### src/rtl/seq_muldiv_unit.sv
// seq_muldiv_unit: multi-cycle unsigned MUL/DIV/MOD unit, one bit per clock.
// Ports: clk, rst (async, active-high); start/op/a/b/rd_in request;
//   busy, done, wrt, result, rd_out, div0 status and write-back.
module seq_muldiv_unit #(
   parameter int W = 8
) (
   input  logic         clk,
   input  logic         rst,
   input  logic         start,
   input  logic [1:0]   op,
   input  logic [W-1:0] a,
   input  logic [W-1:0] b,
   input  logic [3:0]   rd_in,
   output logic         busy,
   output logic         done,
   output logic         wrt,
   output logic [W-1:0] result,
   output logic [3:0]   rd_out,
   output logic         div0
);

   localparam int CW = (W > 2) ? $clog2(W) : 1;
   localparam logic [CW-1:0] LAST = CW'(W - 1);

   typedef enum logic [1:0] {
      IDLE = 2'd0,
      RUN  = 2'd1,
      DONE = 2'd2
   } state_t;

   state_t        state_q, state_d;
   logic [CW-1:0] cnt_q, cnt_d;
   logic [1:0]    op_q, op_d;
   // Multiplicand for MUL, divisor for DIV/MOD.
   logic [W-1:0]  opnd_q, opnd_d;
   // MUL: {hi,lo} is the product/multiplier shift pair.
   // DIV: hi is the partial remainder, lo shifts dividend out and quotient in.
   logic [W-1:0]  hi_q, hi_d;
   logic [W-1:0]  lo_q, lo_d;
   logic [3:0]    rdl_q, rdl_d;
   logic [W-1:0]  res_q, res_d;
   logic [3:0]    rdo_q, rdo_d;
   logic          div0_q, div0_d;

   logic [W:0]    mul_sum;
   logic [W:0]    part;
   logic [W:0]    trial;
   logic          ge;
   logic [W-1:0]  it_hi;
   logic [W-1:0]  it_lo;

   always_ff @(posedge clk or posedge rst) begin
      if (rst) begin
         state_q <= IDLE;
         cnt_q   <= '0;
         op_q    <= '0;
         opnd_q  <= '0;
         hi_q    <= '0;
         lo_q    <= '0;
         rdl_q   <= '0;
         res_q   <= '0;
         rdo_q   <= '0;
         div0_q  <= 1'b0;
      end else begin
         state_q <= state_d;
         cnt_q   <= cnt_d;
         op_q    <= op_d;
         opnd_q  <= opnd_d;
         hi_q    <= hi_d;
         lo_q    <= lo_d;
         rdl_q   <= rdl_d;
         res_q   <= res_d;
         rdo_q   <= rdo_d;
         div0_q  <= div0_d;
      end
   end

   always_comb begin
      mul_sum = {1'b0, hi_q} + (lo_q[0] ? {1'b0, opnd_q} : '0);
      part    = {hi_q, lo_q[W-1]};
      trial   = part - {1'b0, opnd_q};
      // The remainder stays below the divisor (or below 2^k on the
      // k-th step when dividing by zero), so the trial MSB is the borrow.
      ge      = ~trial[W];
      if (op_q[1]) begin
         it_hi = ge ? trial[W-1:0] : part[W-1:0];
         it_lo = {lo_q[W-2:0], ge};
      end else begin
         it_hi = mul_sum[W:1];
         it_lo = {mul_sum[0], lo_q[W-1:1]};
      end
   end

   always_comb begin
      state_d = state_q;
      cnt_d   = cnt_q;
      op_d    = op_q;
      opnd_d  = opnd_q;
      hi_d    = hi_q;
      lo_d    = lo_q;
      rdl_d   = rdl_q;
      res_d   = res_q;
      rdo_d   = rdo_q;
      div0_d  = div0_q;
      unique case (state_q)
         IDLE, DONE: begin
            if (start) begin
               op_d    = op;
               opnd_d  = op[1] ? b : a;
               hi_d    = '0;
               lo_d    = op[1] ? a : b;
               cnt_d   = '0;
               rdl_d   = rd_in;
               state_d = RUN;
            end else begin
               state_d = IDLE;
            end
         end
         RUN: begin
            hi_d  = it_hi;
            lo_d  = it_lo;
            cnt_d = cnt_q + CW'(1);
            if (cnt_q == LAST) begin
               state_d = DONE;
               res_d   = op_q[0] ? it_hi : it_lo;
               rdo_d   = rdl_q;
               div0_d  = op_q[1] & (opnd_q == '0);
            end
         end
         default: state_d = IDLE;
      endcase
   end

   assign busy   = (state_q == RUN);
   assign done   = (state_q == DONE);
   assign wrt    = done;
   assign result = res_q;
   assign rd_out = rdo_q;
   assign div0   = div0_q;

endmodule

### config.mk
export PLATFORM = sky130hd
export DESIGN_NAME = seq_muldiv_unit
export DESIGN_NICKNAME = d
export VERILOG_FILES = /design/src/rtl/seq_muldiv_unit.sv
export SDC_FILE = /design/constraint.sdc
export NUM_CORES = 1
export LEC_CHECK = 0
export CAP_MARGIN = 20
export CORE_UTILIZATION = 35
export DETAILED_ROUTE_END_ITERATION = 10
export PLACE_DENSITY_LB_ADDON = 0.05
export SLEW_MARGIN = 20
export SYNTH_ARGS = -nofsm -noshare
export SYNTH_HDL_FRONTEND = slang
export SYNTH_SLANG_ARGS = --single-unit
### constraint.sdc
create_clock -name clk -period 5.3 [get_ports clk]
set_input_delay 0.53 -clock clk [delete_from_list [all_inputs] [get_ports clk]]
set_output_delay 0.53 -clock clk [all_outputs]
set_load 0.03 [all_outputs]
-- Word-level counts from Yosys, hierarchy flattened
Index checks and enable logic that the tools add are counted.
- add/sub/neg operators: 3
- equal/unequal tests: 5
- muxes and demuxes: 16
- bitwise logic cells: 2
- reduce and logical (&&, ||, !) cells: 7
- operators with widths (cell ; number):
    $mux W8 ; 9
    $pmux W8 S2 ; 2
    $add A8 B8 Y9 ; 1
    $sub A9 B8 Y9 ; 1
    $logic_not A8 Y1 ; 1
    $pmux W3 S2 ; 1
    $reduce_and A2 Y1 ; 3
    $pmux W2 S2 ; 1
    $add A3 B1 Y3 const B ; 1
    $eq A3 B3 Y1 const B ; 1
    $mux W3 ; 1
    $eq A2 B1 Y1 const B ; 1
    $eq A2 B2 Y1 const B ; 1
    $logic_not A2 Y1 ; 1
    $mux W2 ; 1
    $ne A2 B1 Y1 const B ; 1
    $ne A2 B2 Y1 const B ; 1
    $reduce_bool A2 Y1 ; 1
    $reduce_or A2 Y1 ; 1
    $and A1 B1 Y1 ; 1
    $mux W1 ; 1
    $not A1 Y1 ; 1
- bits in registers: 48
- output and inout port bits: 16
- logic and storage cells: 43

-- Depth between registers and ports, before layout
Gate-level depths: netlist (run 1).
- word-level depth: 4
- depth in mapped cells: 10
- gate-level depth less buffers: 10

-- Worst setup path after synthesis (run 1)
OpenSTA, ideal clock, no wires.
- path type: register -> register
- start: register lo_q[0]
- end: register hi_q[7]
- library setup time: 121 ps
- arrival time: 2441 ps
- data required time: 5179 ps
- path slack: 2738 ps
- stages on the path, launching flop included: 10
- path buffers: 0
- cells stage by stage: dfrtp_1 and2_1 ha_1 fa_1 a21o_1 a221oi_1 nor2_1 a2111oi_0 a211oi_1 a22o_1
- longest elaborated chain between the ends: 4
- RTL lines (item ; RTL line ; RTL):
    start: declaration ; 39 ; logic [W-1:0] lo_q, lo_d;
    start signal: assignment ; 70 ; lo_q <= lo_d;
    $mux W8 ; 79 ; mul_sum = {1'b0, hi_q} + (lo_q[0] ? {1'b0, opnd_q} : '0);
    $add A8 B8 Y9 ; 79 ;
    $mux W8 ; 85 ; if (op_q[1]) begin
    $pmux W8 S2 ; 105 ; unique case (state_q)
    end signal: assignment ; 69 ; hi_q <= hi_d;
    end: declaration ; 38 ; logic [W-1:0] hi_q, hi_d;
Every way passes these cells.
A chain may end at the register's enable or synchronous reset.

-- Worst setup path in the final report (run 1)
Ends and elaborated chain as after synthesis.

==> metrics.txt, run 1 <==
ys flop type=dfrtp_1; WHS Path Cells=2; Adder-Cell Fraction of Synth Area=0.0864; post-synth cell types=54; Layout Cells excl Fill=460; Total GRT Usage=0.191; Max Fclk=0.317 GHz; Tot Pwr=~2800 uW; setup TNS=0 ps; cts hold-fix bufs=0; crit path DAT=3340 ps; Reg clk slew, reported paths=90 ps; Hold EP=rd_out[3]; CP max stage cell=a2111oi_0; CTS max path bufs=2; Buf+Inv Stages, Crit Path=0; crit path kind=reg -> reg; Final setup viols=0; synthesized cell area=slightly above 3000 um2; final cycle utilization of the critical path=0.595; GR Util met2=0.302; simple-gate share of the synthesized area=0.142; Synth Area in Compound Gates=0.212; number of synthesized flops with an enable pin=0; share of layout cells above drive strength 1=0.0761; post-DP HPWL=6410 um; Avg WL per Cell=17.9 um; core area=8340 um2; CP max FO=10; leak pwr=0.00163 uW; register area=1200 um2; area share of xor/xnor cells in the synthesized design=0.0285; crit-path max cell delay=around 600 ps; Relative slew margins=0.428; CP cell instances=and2_1 -> ha_1 -> fa_1 -> a21o_1 -> a221oi_1 -> nor2_1 -> a2111oi_0 -> a211oi_1 -> a22o_1; DR vias/cell=5.45; Port Buf Inserts=40; Worst R2R Path Depth=9; clock sinks=48; Setup Skew=7.60 ps; crit start category=register; H-Tree Level Count=2; hold_sp=rdl_q[3]; TritonCTS clock tree=yes; final hold viol count=0; Overflow after GRT=0; M1 GR Usage=0.275; Die W=between 90 and 100 um; area post-placement=3550 um2; Die Ht=95.7 um; synth-to-layout area growth=19.6%; DRC=0; met3 usage=0.0327; via count=2508; first-pass GRT wire length=13100 um; multi-input logic area=between 1500 and 2000 um2; 1st-pass router iterations=5; RSZ-0062 raised after global routing=no; Synthesis Warnings=0; initial antenna violation count=0; max-slew violations=0; mean post-synth cell area=9.57 um2; main combinational cell family by area after synthesis=compound AO/OA/AOI/OAI gates; Worst R2R End=hi_q[7]; status=finished clean; worst hold path class=reg -> reg; layout net count=399; Synth Net Count=366; GR peak layer=met2; Rows=33; Final Cell Area=3670 um2; Initial Util=0.368; flops & latches, synth=between 40 and 50; # Post-CTS Setup Buffers=0; Resized Gates After CTS=0; Final Wtd Congestion=0.818; Fill cells=827; CP top delay family=compound AO/OA/AOI/OAI gates; Least-Margin Pin Slew=855 ps; # IOs=slightly above 40; Setup crit end kind=register; worst r2r src=lo_q[0]; worst vdd ir=243 uV; Power Dens Cells=around 760 nW/um2; Async SR Flop Fraction=1.00; Initial DRC Count=143; fin crit period=3150 ps; post-synthesis sequential area ratio=0.391; final WL=between 8000 and 9000 um; vias in the first global route=about 2400; CTS Root Cell=clkbuf_8; r2r setup slk=2150 ps; # Max-Cap Violations=0; Clk Latency, worst-skew pair=~300 ps; Post-Syn Instances=321; Placed Cells=about 450; CTS buffer count=5; diode count=0; worst path required time=5490 ps; largest net degree at the start of global routing=49; Die ar.=9150 um2; post-synthesis mux area share=0.100; ANT nets after route=0
==> layer usage <==
metal	vias up	wire length [um]
li1	1244	-
met1	1205	4070
met3	4	303
met5	-	0
met4	0	57
met2	55	3780
==> kinds of logic after synthesis <==
family | count (synthesis)
simple gates | 91
compound gates | 92
buf+inv | 30
fa+ha+maj | 20
flops | 48
mux | 30
xor+xnor | 10
==> flip-flops by register name, indices dropped and copies added (netlist names) <==
signal	count
opnd_q	8
state_q	2
result	8
div0	1
lo_q	8
rd_out	4
rdl_q	4
cnt_q	3
op_q	2
hi_q	8
==> placed cells by master, fill, tap and decap left out, types with 4 or more instances in the layout <==
| cell | Yosys | layout |
|---|---|---|
| nand3_1 | 5 | 5 |
| xnor2_1 | 7 | 7 |
| nor3_1 | 4 | 4 |
| o31ai_1 | 4 | 4 |
| mux2_2 | 6 | 6 |
| inv_1 | 13 | 12 |
| ha_1 | 18 | 18 |
| o21ai_0 | 19 | 19 |
| nor2_1 | 8 | 8 |
| a21oi_1 | 17 | 17 |
| mux2i_1 | 24 | 24 |
| a22o_1 | 4 | 4 |
| and2_1 | 9 | 9 |
| o221ai_1 | 8 | 8 |
| nand2_1 | 48 | 48 |
| clkbuf_8 | 0 | 6 |
| a21o_1 | 7 | 7 |
| a31oi_1 | 4 | 4 |
| dfrtp_1 | 48 | 48 |
| clkdlybuf4s50_1 | 0 | 40 |
| a211oi_1 | 4 | 4 |
==> report_power, final <==
group	switching [uW]	leakage, uW	internal [uW]
Combinational	1010	0.000990	736
Clock	126	0.0000614	154
Sequential	199	0.000582	551
==> worst min-delay path, cell delays in order, from the launching register on <==
cell and delay [ps]:
dfrtp_1 350, nand2_1 50, nand2_1 50
==> metrics by stage <==
| stage | util | setup WS (ps) | hold slack [ps] |
|---|---|---|---|
| finish | 0.440 | 2150 | 476 |
| global route | 0.440 | 1830 | 502 |
| CTS | 0.440 | 2160 | 482 |
| detailed placement | 0.425 | 2190 | 459 |
| global placement | 0.425 | 2140 | 456 |
| floorplan | - | 2740 | 433 |
==> Yosys cell counts, types with 3 or more instances <==
cell type  number  area share
o221ai_1        8       0.023
a211oi_1        4      0.0098
o31ai_1         4      0.0098
inv_1          13       0.016
ha_1           18       0.073
nor3_1          4      0.0065
nor2_1          8      0.0098
mux2i_1        24       0.078
xnor2_1         7       0.020
mux2_2          6       0.022
nor2b_1         3      0.0061
clkbuf_1       10       0.012
nand2_1        48       0.059
and2_1          9       0.018
dfrtp_1        48        0.39
a22o_1          4       0.011
o21ai_0        19       0.031
a21oi_1        17       0.028
buf_2           4      0.0065
a21o_1          7       0.017
nand3_1         5      0.0081
a31oi_1         4      0.0081
xor2_1          3      0.0086
nand2b_1        3      0.0061
o211ai_1        3      0.0073
==> worst max path at each step <==
stage	to	cells after the start	from	slack, ps
2_1_floorplan	hi_q[7]	9	lo_q[0]	2740
3_3_place_gp	hi_q[7]	9	lo_q[0]	2140
3_5_place_dp	hi_q[7]	9	lo_q[0]	2190
4_1_cts	hi_q[7]	9	lo_q[0]	2160
5_1_grt	hi_q[7]	9	lo_q[0]	1830
6_report	hi_q[7]	9	lo_q[0]	2150
==> cell type report <==
cell class | instances | share of cell area
Timing Repair Buffer | 42 | 0.113
Clock inverter | 2 | 0.0106
Multi-Input combinational cell | 243 | 0.476
Sequential cell | 48 | 0.327
Tap cell | 105 | 0.0358
Clock buffer | 6 | 0.0225
Inverter | 14 | 0.0147
Note: power is estimated with default switching activity, not from simulation.
==> inputs of run 2 (changes only) <==
==> constraint.sdc (replaced) <==
create_clock -name clk -period 3.2 [get_ports clk]
set_input_delay 0.32 -clock clk [delete_from_list [all_inputs] [get_ports clk]]
set_output_delay 0.32 -clock clk [all_outputs]
set_load 0.03 [all_outputs]
==> metrics.txt, run 2 (same netlist as run 1, synthesis figures left out) <==
TritonCTS clock tree=yes; CP max stage cell=dfrtp_1; worst hold path class=in -> async; status=finished clean; fin crit period=2850 ps (-304 ps); post-DP HPWL=6460 um (+0.67%); Power Dens Cells=1260 nW/um2 (+67%); worst hold margin=465 ps (-10.5 ps); worst r2r src=lo_q[0]; DRC=0 (unchanged); Die ar.=9150 um2 (unchanged); # Max-Cap Violations=0 (unchanged); 1st-pass router iterations=4 (-1); leak pwr=0.00165 uW (+1.3%); layout net count=403 (+1.0%); ANT nets after route=0 (unchanged); Fill cells=826 (-0.12%); Die W=95.7 um (unchanged); Initial DRC Count=199 (+39%); crit path DAT=3040 ps (-300 ps); cts hold-fix bufs=0 (unchanged); Setup crit end kind=register; Layout Utilization=0.445 (+0.00450); core area=8340 um2 (unchanged); diode count=0 (unchanged); synth-to-layout area growth=20.8%; Least-Margin Pin Slew=865 ps (+9.27 ps); Setup Skew=10.0 ps (+2.42 ps); via count=2573 (+2.6%); highest-count cells in the layout ignoring fill and taps=48 x nand2_1, 48 x dfrtp_1, 40 x clkdlybuf4s50_1, 24 x mux2i_1, 19 x o21ai_0; worst vdd ir=366 uV (+50%); final WL=8360 um (+1.8%); H-Tree Level Count=2 (unchanged); Reg clk slew, reported paths=90 ps (about the same); share of layout cells above drive strength 1=0.0838 (+0.00774); CP cell instances=and2_1 -> ha_1 -> fa_1 -> a21o_1 -> a221oi_1 -> nor2_1 -> a2111oi_0 -> a211oi_1 -> a22o_1; Initial Util=0.368 (unchanged); Total GRT Usage=0.200 (+0.00909); Overflow after GRT=0 (unchanged); Die Ht=95.7 um (unchanged); Final setup viols=0 (unchanged); first-pass GRT wire length=13600 um (+4.2%); CTS max path bufs=2 (unchanged); Final Wtd Congestion=0.881 (+7.8%); final cycle utilization of the critical path=0.890 (+0.295); initial antenna violation count=0 (unchanged); Port Buf Inserts=40 (unchanged); final hold viol count=0 (unchanged); # Post-CTS Setup Buffers=0 (unchanged); largest net degree at the start of global routing=49 (unchanged); setup TNS=0 ps (unchanged); worst path required time=3390 ps (-2100 ps); vias in the first global route=2534 (+5.1%); max-slew violations=0 (unchanged); Rows=33 (unchanged); Clk Latency, worst-skew pair=300 ps (about the same); crit start category=register; Tot Pwr=4680 uW (+68%); DR vias/cell=5.56 (+1.9%); # IOs=41 (unchanged); crit path kind=reg -> reg; Relative slew margins=0.422 (-0.00620); Max Fclk=0.351 GHz (+11%); clock sinks=48 (unchanged); RSZ-0062 raised after global routing=no; crit path launch=lo_q[0]; Avg WL per Cell=18.1 um (+1.2%); CTS Root Cell=clkbuf_8; CTS buffer count=5 (unchanged); CP max FO=10 (unchanged); crit-path max cell delay=470 ps (-130 ps); Resized Gates After CTS=0 (unchanged)
-- run 2: cell types whose count changed in the layout (fill, tap and decap cells not counted) --
cell | previous run | this run
buf_4 | 2 | 6
bufinv_16 | 1 | 2
clkbuf_8 | 6 | 5
clkinv_4 | 1 | 0
-- run 2: report_power, final --
group	internal, uW	switching, uW	leakage [uW]	total (uW)
registers	911	320	0.000582	1230
clock network	308	201	0.0000642	508
logic	1260	1680	0.00101	2940
total	2480	2200	0.00165	4680
-- run 2: per-layer routing --
layer  up-vias  global-route usage  routed length (um)
met5         -                   0                   0
met4         0              0.0522                 110
met3        11              0.0327                 481
met2        91               0.313                3860
met1      1217               0.286                3920
li1       1254                   -                   -
-- run 2: area by class of cell --
| type | instances | area (um2) | share of cell area |
|---|---|---|---|
| Multi-Input combinational cell | 243 | 1750 | 0.471 |
| Timing Repair Buffer | 46 | 445 | 0.120 |
| Tap cell | 105 | 131 | 0.0354 |
| Inverter | 14 | 53.8 | 0.0145 |
| Clock buffer | 5 | 68.8 | 0.0186 |
| Sequential cell | 48 | 1200 | 0.324 |
| Clock inverter | 2 | 60.1 | 0.0162 |
-- run 2: worst max-delay path, delay by kind of cell (launching register included) --
kind	cells	cell delay, ps
AOI/OAI and AO/OA	5	1390
DFF	1	470
and+or+nand+nor	2	270
adders and majority gates	2	620
-- run 2: worst paths after layout --
check                            end  slack, ps  cells after the start
min                         cnt_q[2]        470                      2
max reg2reg                  hi_q[7]        350                      9
min reg2reg                rd_out[3]        470                      2
max                          hi_q[7]        350                      9
min in group clk           rd_out[3]        470                      2
max in group asynchronous    hi_q[7]       2230                      2
-- run 2: per-stage QoR --
| step | instance area, um2 | cells | worst slack (ps) |
|---|---|---|---|
| finish | 3710 | 463 | 352 |
| global route | 3710 | 463 | 148 |
| CTS | 3710 | 463 | 363 |
| detailed placement | 3580 | 456 | 392 |
| global placement | 3580 | 456 | 451 |
| floorplan | 3070 | 321 | 638 |
==> inputs of run 3 (changes only) <==
--- a/config.mk
+++ b/config.mk
@@ -8,6 +8,7 @@
 export CAP_MARGIN = 20
 export CORE_UTILIZATION = 35
 export DETAILED_ROUTE_END_ITERATION = 10
+export GPL_TIMING_DRIVEN = 0
 export PLACE_DENSITY_LB_ADDON = 0.05
 export SLEW_MARGIN = 20
 export SYNTH_ARGS = -nofsm -noshare
==> metrics.txt, run 3 (same netlist as run 1, synthesis figures left out) <==
status=finished clean; share of layout cells above drive strength 1=0.0867 (+0.00292); final hold viol count=0 (unchanged); Overflow after GRT=0 (unchanged); Initial DRC Count=144 (-28%); GR peak layer=met2; Rows=33 (unchanged); Total GRT Usage=0.204 (+0.00418); met3 usage=0.0359 (+0.00319); fin crit period=2980 ps (+132 ps); CTS max path bufs=2 (unchanged); CP cell instances=inv_1 -> ha_1 -> inv_1 -> fa_1 -> a211oi_2 -> o21ai_2 -> o31ai_2 -> nor2_1 -> o311ai_1 -> o21ai_0; Setup Skew=14.0 ps (+3.99 ps); CTS buffer count=5 (unchanged); final cycle utilization of the critical path=0.931 (+0.0411); Setup crit end=result[5]; Avg WL per Cell=18.5 um (+2.4%); CP Depth=10 (+1); most used cell, CP=inv_1; Die W=95.7 um (unchanged); clock sinks=48 (unchanged); post-DP HPWL=6800 um (+5.3%); highest-count cells in the layout ignoring fill and taps=48 x nand2_1, 48 x dfrtp_1, 39 x clkdlybuf4s50_1, 24 x mux2i_1, 19 x o21ai_0; combinational power share=0.631 (+0.003); Max Fclk=0.336 GHz (-4.4%); sequential power share=0.253 (-0.010); r2r setup slk=220 ps (-130 ps); crit-path max cell delay=500 ps (+30 ps); GR Util met2=0.312 (-0.000595); Reg clk slew, reported paths=100 ps (about the same); 1st-pass router iterations=4 (unchanged); Clk Latency, worst-skew pair=320 ps (+20 ps); # IOs=41 (unchanged); worst hold path class=in -> async; setup TNS=0 ps (unchanged); TritonCTS clock tree=yes; crit path launch=lo_q[7]; CP max FO=6 (-4); Worst R2R End=result[5]; Power Dens Cells=1270 nW/um2 (+0.30%); diode count=0 (unchanged); crit start category=register; max-slew violations=0 (unchanged); core area=8340 um2 (unchanged); layout net count=413 (+2.5%); Least-Margin Pin Slew=646 ps (-218 ps); worst vdd ir=374 uV (+2.3%); sw frac=0.479 (+0.00939); first-pass GRT wire length=13700 um (+0.56%); Port Buf Inserts=39 (-2.5%); Layout Utilization=0.450 (+0.00585); worst r2r src=lo_q[7]; Relative slew margins=0.569 (+0.147); synth-to-layout area growth=22.4%; switching power=2280 uW (+3.6%); DR vias/cell=5.57 (+0.22%); H-Tree Level Count=2 (unchanged); final WL=8760 um (+4.8%); initial antenna violation count=0 (unchanged); M1 GR Usage=0.290 (+0.00382); Buf+Inv Stages, Crit Path=2 (+2); clock group share of total power=0.115 (+0.006); DRC=0 (unchanged); CP max stage cell=o311ai_1; ANT nets after route=0 (unchanged); Initial Util=0.368 (unchanged); crit path kind=reg -> reg; Die ar.=9150 um2 (unchanged); crit path DAT=3150 ps (+110 ps); Die Ht=95.7 um (unchanged); cts hold-fix bufs=0 (unchanged); Worst R2R Path Depth=10 (+1); largest net degree at the start of global routing=31 (-37%); # Max-Cap Violations=0 (unchanged); Final setup viols=0 (unchanged); leak pwr=0.00167 uW (+1.1%); vias in the first global route=2518 (-0.63%); via count=2640 (+2.6%); Setup crit end kind=register; RSZ-0062 raised after global routing=no; CP top delay family=compound AO/OA/AOI/OAI gates; worst path required time=3370 ps (-20 ps); Final Wtd Congestion=0.784 (-11%); CTS Root Cell=clkbuf_8; Int Pwr=2480 uW (-0.19%)
-- run 3: power by group through the flow --
stage | combinational, uW | sequential (uW) | clock, uW
6_report | 3000 | 1200 | 549
5_1_grt | 3300 | 1240 | 581
4_1_cts | 2980 | 1210 | 550
3_5_place_dp | 2960 | 1220 | 0
3_3_place_gp | 2940 | 1220 | 0
2_1_floorplan | 2040 | 1250 | 0
-- run 3: final cells by class --
cell class,count,area (um2)
Fill cell,860,4580
Multi-Input combinational cell,243,1760
Sequential cell,48,1200
Timing Repair Buffer,40,410
Tap cell,105,131
Clock buffer,5,68.8
Clock inverter,3,68.8
Buffer,16,68.8
Inverter,14,52.6
-- run 3: repair_timing --
item / CTS / global route
setup endpoints to repair: 0 / 2
resized for setup: 0 / 2
setup buffers: 0 / 0
-- run 3: per-layer routing --
| metal | up-vias | wire, um | share of wire |
|---|---|---|---|
| li1 | 1278 | - | - |
| met1 | 1290 | 4150 | 0.47 |
| met2 | 59 | 4020 | 0.46 |
| met3 | 13 | 368 | 0.042 |
| met4 | 0 | 228 | 0.026 |
| met5 | - | 0 | 0 |
-- run 3: how the worst min path moves through the flow --
stage | end
finish | hi_q[6]
global route | lo_q[2]
CTS | cnt_q[0]
detailed placement | rd_out[0]
global placement | rd_out[0]
floorplan | rd_out[0]
-- run 3: stage by stage --
step	hold slack [ps]	total power, uW	instances	cell area [um2]	worst slack (ps)
after detailed placement	453	4180	466	3610	40.3
after floorplan	433	3290	321	3070	638
after CTS	334	4740	474	3750	3.31
after global routing	369	5130	474	3760	16.9
final	317	4750	474	3760	221
after global placement	442	4160	465	3590	0.522
